## src/rtl/dial_zero_tracker.sv

```systemverilog
// dial_zero_tracker: binary dial-position tracker with zero-landing and
// zero-crossing counters. Accepts one rotation per valid/ready handshake,
// consumes whole revolutions one per cycle, then applies the remainder.
// Optional feature macro: DIAL_CROSS_EN (enables the crossing counter;
// when undefined out_cross_cnt is constant 0).
module dial_zero_tracker #(
    parameter int DIAL_SIZE = 100,
    parameter int START_POS = 50,
    parameter int AMT_W     = 10,
    parameter int CNT_W     = 16,
    localparam int POS_W    = $clog2(DIAL_SIZE)
) (
    input  logic             clk,
    input  logic             rst,
    input  logic             in_valid,
    output logic             in_ready,
    input  logic             in_dir,
    input  logic [AMT_W-1:0] in_amt,
    input  logic             cnt_clr,
    output logic             out_done,
    output logic [POS_W-1:0] out_pos,
    output logic [CNT_W-1:0] out_land_cnt,
    output logic [CNT_W-1:0] out_cross_cnt
);

    // Wide enough to hold both the rotation amount and DIAL_SIZE unsigned.
    localparam int XW = ((AMT_W > POS_W) ? AMT_W : POS_W) + 2;
    localparam logic [XW-1:0]    SIZE_X  = XW'(DIAL_SIZE);
    localparam logic [POS_W:0]   SIZE_P  = (POS_W + 1)'(DIAL_SIZE);
    localparam logic [POS_W-1:0] START_P = POS_W'(START_POS);
    localparam logic [CNT_W-1:0] CNT_MAX = '1;

    typedef enum logic {
        IDLE = 1'b0,
        RUN  = 1'b1
    } state_t;

    state_t            state_q, state_d;
    logic [POS_W-1:0]  pos_q;
    logic [AMT_W-1:0]  rem_q;
    logic              dir_q;
    logic              done_q;
    logic [CNT_W-1:0]  land_q;

    logic              accept;
    logic              rev_step;
    logic              fin_step;
    logic [POS_W-1:0]  new_pos;
    logic              fin_cross;
    logic              land_inc;
    logic              cross_inc;
    logic [XW-1:0]     rem_x;
    logic [POS_W:0]    r_p;
    logic [POS_W:0]    pos_x;
    logic [POS_W:0]    sum;

    assign in_ready = (state_q == IDLE);
    assign accept   = (state_q == IDLE) && in_valid;

    // State register.
    always_ff @(posedge clk) begin
        // NOTE: sequential state uses non-blocking (<=) so every register
        // samples the pre-edge values regardless of statement order.
        if (rst) begin
            state_q <= IDLE;
        end else begin
            state_q <= state_d;
        end
    end

    // Next-state: leave RUN on the edge that applies the sub-revolution remainder.
    always_comb begin
        // NOTE: default first so every path assigns state_d and no latch is inferred.
        state_d = state_q;
        case (state_q)
            IDLE:    if (in_valid) state_d = RUN;
            RUN:     if (!rev_step) state_d = IDLE;
            default: state_d = IDLE;
        endcase
    end

    // Step classification and final-position arithmetic for the remainder.
    always_comb begin
        rem_x     = XW'(rem_q);
        r_p       = (POS_W + 1)'(rem_q);  // only meaningful when rem < DIAL_SIZE
        pos_x     = {1'b0, pos_q};
        sum       = pos_x + r_p;
        rev_step  = (state_q == RUN) && (rem_x >= SIZE_X);
        fin_step  = (state_q == RUN) && (rem_x < SIZE_X);
        new_pos   = pos_q;
        fin_cross = 1'b0;
        if (dir_q) begin
            if (sum >= SIZE_P) begin
                new_pos   = POS_W'(sum - SIZE_P);
                fin_cross = 1'b1;
            end else begin
                new_pos = POS_W'(sum);
            end
        end else if (r_p == '0) begin
            new_pos = pos_q;
        end else if (pos_q == '0) begin
            // Leaving zero to the left does not count as touching it again.
            new_pos = POS_W'(SIZE_P - r_p);
        end else if (r_p >= pos_x) begin
            fin_cross = 1'b1;
            new_pos   = (r_p == pos_x) ? '0 : POS_W'(pos_x + SIZE_P - r_p);
        end else begin
            new_pos = POS_W'(pos_x - r_p);
        end
        land_inc  = fin_step && (new_pos == '0);
        cross_inc = rev_step || (fin_step && fin_cross);
    end

    // Rotation datapath: capture on accept, consume revolutions, commit position.
    always_ff @(posedge clk) begin
        if (rst) begin
            pos_q  <= START_P;
            rem_q  <= '0;
            dir_q  <= 1'b0;
            done_q <= 1'b0;
        end else begin
            done_q <= fin_step;
            if (accept) begin
                rem_q <= in_amt;
                dir_q <= in_dir;
            end else if (rev_step) begin
                rem_q <= AMT_W'(rem_x - SIZE_X);
            end
            if (fin_step) begin
                pos_q <= new_pos;
            end
        end
    end

    // Landing counter: clear beats increment, saturates at all-ones.
    always_ff @(posedge clk) begin
        if (rst || cnt_clr) begin
            land_q <= '0;
        end else if (land_inc && (land_q != CNT_MAX)) begin
            land_q <= land_q + 1'b1;
        end
    end

`ifdef DIAL_CROSS_EN
    logic [CNT_W-1:0] cross_q;

    // Crossing counter: one per revolution plus a final pass/landing on zero.
    always_ff @(posedge clk) begin
        if (rst || cnt_clr) begin
            cross_q <= '0;
        end else if (cross_inc && (cross_q != CNT_MAX)) begin
            cross_q <= cross_q + 1'b1;
        end
    end

    assign out_cross_cnt = cross_q;
`else
    logic unused_cross_inc;
    assign unused_cross_inc = cross_inc;
    assign out_cross_cnt    = '0;
`endif

    assign out_done     = done_q;
    assign out_pos      = pos_q;
    assign out_land_cnt = land_q;

endmodule

```

## config.mk

```make
export PLATFORM = sky130hd
export DESIGN_NAME = dial_zero_tracker
export DESIGN_NICKNAME = d
export VERILOG_FILES = /design/src/rtl/dial_zero_tracker.sv
export SDC_FILE = /design/constraint.sdc
export NUM_CORES = 1
export LEC_CHECK = 0
export BUFFER_PORTS_ARGS = -buffer_cell sky130_fd_sc_hd__buf_2
export CAP_MARGIN = 5
export CORE_AREA = 2 2 116 118
export CTS_CLUSTER_DIAMETER = 80
export DETAILED_ROUTE_END_ITERATION = 8
export DIE_AREA = 0 0 118 120
export PLACE_DENSITY_LB_ADDON = 0.25
export RECOVER_POWER = 50
export SLEW_MARGIN = 20
export SYNTH_ARGS = -nofsm -noshare
export SYNTH_HDL_FRONTEND = slang
export SYNTH_SLANG_ARGS = --single-unit
```

## constraint.sdc

```tcl
create_clock -name clk -period 6.2 [get_ports clk]
set_clock_uncertainty 0.15 [all_clocks]
set_input_delay 0 -clock clk [delete_from_list [all_inputs] [get_ports clk]]
set_output_delay 0 -clock clk [all_outputs]
set_load 0.005 [all_outputs]
```

==> out/results.md <==
| Parameter | This run | Unit |
|:---|:---|:---|
| CP cell instances | inv_1 -> ha_1 -> nor2b_1 -> a21oi_1 -> xnor2_1 -> ha_1 -> o21ai_0 -> o221ai_1 -> and3_1 -> o221a_2 -> o211ai_4 -> or4_1 -> mux2i_1 | - |
| Number of clock sinks | 36 | - |
| Stages on worst setup path | 13 | - |
| Antenna Diode Count | 0 | - |
| Total area of multi-input combinational cells | 2703 | um2 |
| Number of distinct library cells after synthesis | 65 | - |
| Critical path's slowest cell | sky130_fd_sc_hd__or4_1 | - |
| Effective utilization at floorplan | 28.47 | % |
| Pwr per Cell Area | 259.3 | nW/um2 |
| Synthesis-stage register bit count | 36 | - |
| Max IR drop VDD | 0.1762 | mV |
| Clk Tree Root Cell | sky130_fd_sc_hd__clkbuf_16 | - |
| Mean cell area of the mapped netlist | 7.681 | um2 |
| GRT Resource Usage Total | 15.11 | % |
| Via count of the first global-routing pass | 3,316 | - |
| Part of the total power dissipated in sequential elements | 25.9 | % |
| First-pass GRT wire length | 17.19 | mm |
| Antenna Violating Nets Remaining | 0 | - |
| Number of flops mapped to enable cells by yosys | 0 | - |
| Antenna violations before repair | 0 | - |
| I/O pin total | 56 | - |
| Post-synthesis sequential area ratio | 19.51 | % |
| # Max-Cap Violations | 0 | - |
| Routed vias | 3,641 | - |
| Arrival time reported for the critical path endpoint | 4320 | ps |
| Most common cell after layout, fill and taps aside | sky130_fd_sc_hd__nand2_1 | - |
| Outcome | finished clean | - |
| Peak clock frequency supported by timing | 233.0 | MHz |
| Top Family by Delay on Critical Path | simple AND/OR/NAND/NOR gates | - |
| Total congestion overflow | 0 | - |
| Fraction of layout instances using a drive strength above 1 | 9.459 | % |
| Commonest cells after routing, fill and taps aside | sky130_fd_sc_hd__nand2_1 (48), sky130_fd_sc_hd__dfxtp_1 (36), sky130_fd_sc_hd__a21oi_1 (32), sky130_fd_sc_hd__ha_1 (31), sky130_fd_sc_hd__inv_1 (28) | - |
| Startpoint class of the critical path | flop | - |
| Clock insertion delay at the later pin of the skew report | 280 | ps |
| Transition time of the tightest slew-check pin | 703.4 | ps |
| Max H-tree Level | 2 | - |
| Core box area | 12,980 | um2 |
| Most prevalent standard cell on the critical path | sky130_fd_sc_hd__ha_1 | - |
| Static leakage | 1.715 | nW |
| Clock group share of total power | 24.1 | % |
| CP max FO | 22 | - |
| Die Span Y | 120 | um |
| Slack of the worst reg-to-reg path | 1910 | ps |
| Number of placement rows | 42 | - |
| Wire length after detailed routing | 10.76 | mm |
| Relative slew slack | 52.93 | % |
| Stage delay of the slowest cell on the critical path | 590 | ps |
| Power after layout | 1.094 | mW |
| Internal power | 0.6165 | mW |
| Total placed instance area | 3963 | um2 |
| Floorplan die area | 14,160 | um2 |
| Clock buffer depth | 2 | - |
| Number of DRC violations after detailed routing | 0 | - |
| Net Switching | 0.4770 | mW |
| Post-Route Setup TNS | 0 | ps |
| Worst hold path depth | 2 | - |
| Fillers | 1,392 | - |
| Router iterations before antenna repair | 5 | - |
| Post-Synthesis Cell Area | 3695 | um2 |
| Largest net degree at the start of global routing | 31 | - |
| Sequential cell area | 720.7 | um2 |
| Class of the most critical hold timing path | in -> reg | - |
| CTS tree | built | - |
| Primary FF master, synth | sky130_fd_sc_hd__dfxtp_1 | - |
| Share of flip-flops with an asynchronous set or reset | 0 | % |
| Combined buffer and inverter count along the critical path | 1 | - |
| R2R depth | 13 | - |
| Die Width | 118 | um |
| Final period demand of the worst path | 4292 | ps |
| Final Cell Area | 4218 | um2 |
| Number of buffers inserted by port buffering | 39 | - |
| Setup repair after global routing missed its margin | false | - |
| Sum of net half-perimeters after detailed placement | 8.253 | mm |
| Clock slew seen by the registers of the worst setup and hold paths | 60 | ps |
| Warning count from the yosys run | 0 | - |
| TritonCTS Buffers | 5 | - |
| Number of DRC markers in iteration 0 | 261 | - |
| Max-slew violation count | 0 | - |
| Number of endpoints with negative hold slack in the final report | 0 | - |
| Sw Share | 43.62 | % |
| Crit Path Category | reg -> reg | - |
| Worst endpoint required time | 6220 | ps |
| Vias per std cell | 5.246 | - |
| Total setup violations reported at the end of the flow | 0 | - |
| Total Nets Final | 570 | - |
| Fin crit share | 69.23 | % |
| Syn Inst Count | 481 | - |
| Wirelength per Cell | 15.51 | um |
| Logic gate share of total power | 50.1 | % |
| Final weighted congestion in routability-driven placement | 0.9402 | - |
| CP Capture Type | flop | - |
| Layout overhead on the synthesized area | 14.16 | % |
## per-layer routing
layer / wire [um] / track usage (%) / vias up
met5: 0 / 0 / -
met4: 297 / 6.024 / 0
met3: 447 / 2.139 / 21
li1: - / - / 1788
met2: 4941 / 24.96 / 132
met1: 5076 / 19.85 / 1700
## final timing paths
kind / start / end
worst min register to register: out_land_cnt[8] / out_land_cnt[8]
worst max-delay path: out_pos[2] / out_land_cnt[8]
worst min-delay path: rst / out_pos[3]
worst max register to register: out_pos[2] / out_land_cnt[8]
## cells by family (layout without fill, tap and decap cells)
kind of cell | after synthesis | count (layout) | share of synthesized area (%)
and+or+nand+nor | 179 | 179 | 24.99
AOI/OAI and AO/OA | 132 | 132 | 25.36
buffers and inverters | 68 | 90 | 9.041
adders and majority gates | 38 | 38 | 14.29
DFF | 36 | 36 | 19.51
xor gates and xnor gates | 18 | 18 | 4.267
muxes | 9 | 9 | 2.438
other | 1 | 16 | 0.1015
## area by class of cell
cell class / count / share of cell area (%)
Multi-Input combinational cell: 392 / 64.08
Timing Repair Buffer: 53 / 7.476
Inverter: 29 / 2.581
Tap cell: 176 / 5.221
Clock inverter: 1 / 0.1780
Sequential cell: 36 / 17.09
Clock buffer: 7 / 3.382
## power by group through the flow
| stage | Combinational, mW | Sequential [mW] | Clock [mW] |
|---|---|---|---|
| floorplan | 0.423 | 0.270 | 0 |
| detailed placement | 0.532 | 0.288 | 0 |
| global placement | 0.534 | 0.287 | 0 |
| global route | 0.601 | 0.287 | 0.285 |
| CTS | 0.541 | 0.283 | 0.271 |
| finish | 0.547 | 0.283 | 0.263 |
## state kept, by name, indices dropped and copies added, names as in the netlist
signal,cells
out_land_cnt,16
rem_q,10
out_pos,7
dir_q,1
out_done,1
state_q,1
## what timing repair did
| action | 4_1_cts | 5_1_grt |
|---|---|---|
| setup buffers | 0 | 0 |
| gates resized for setup | 0 | 0 |
| hold endpoints to repair | 19 | 0 |
| hold buffers | 12 | 0 |
## per-stage QoR
stage          setup slack [ps]  hold WS [ps]  util [%]  std cells
4_1_cts                    1927         47.17     32.61        694
2_1_floorplan              2597        -14.02         -        496
3_3_place_gp               1959         92.58     30.53        674
3_5_place_dp               1954         102.2     30.53        674
5_1_grt                    1579         90.25     32.49        694
6_report                   1908         53.37     32.49        694
## synthesized netlist by cell type, drive strengths merged, types with 2 or more instances
master	number	area (um2)
clkbuf	12	45.04
o221a	2	22.52
o311ai	4	35.04
or3	12	75.07
mux2i	9	90.09
o21a	4	30.03
nand3	16	80.08
nand4	9	56.30
xor2	7	61.31
o31ai	8	60.06
o211ai	7	66.31
a221oi	2	17.52
ha	31	387.9
and3	6	37.54
or2	4	25.03
nand2b	9	56.30
nor2	27	101.4
a211o	4	35.03
xnor2	11	96.34
buf	27	180.2
nand3b	2	15.01
o21ai	23	115.1
dfxtp	36	720.7
a211oi	13	107.6
nor3	13	65.06
o41ai	2	17.52
o22ai	2	12.51
o211a	2	20.02
fa	7	140.1
a21o	5	37.54
o221ai	2	17.52
nor2b	11	71.32
and2	4	25.02
a21boi	2	15.01
nor4	4	25.02
inv	29	108.9
nand2	48	180.2
a21oi	32	160.2
or4	11	82.58
a31oi	4	31.28
a22oi	5	37.54
No activity file was read; power rests on OpenSTA's default activity.
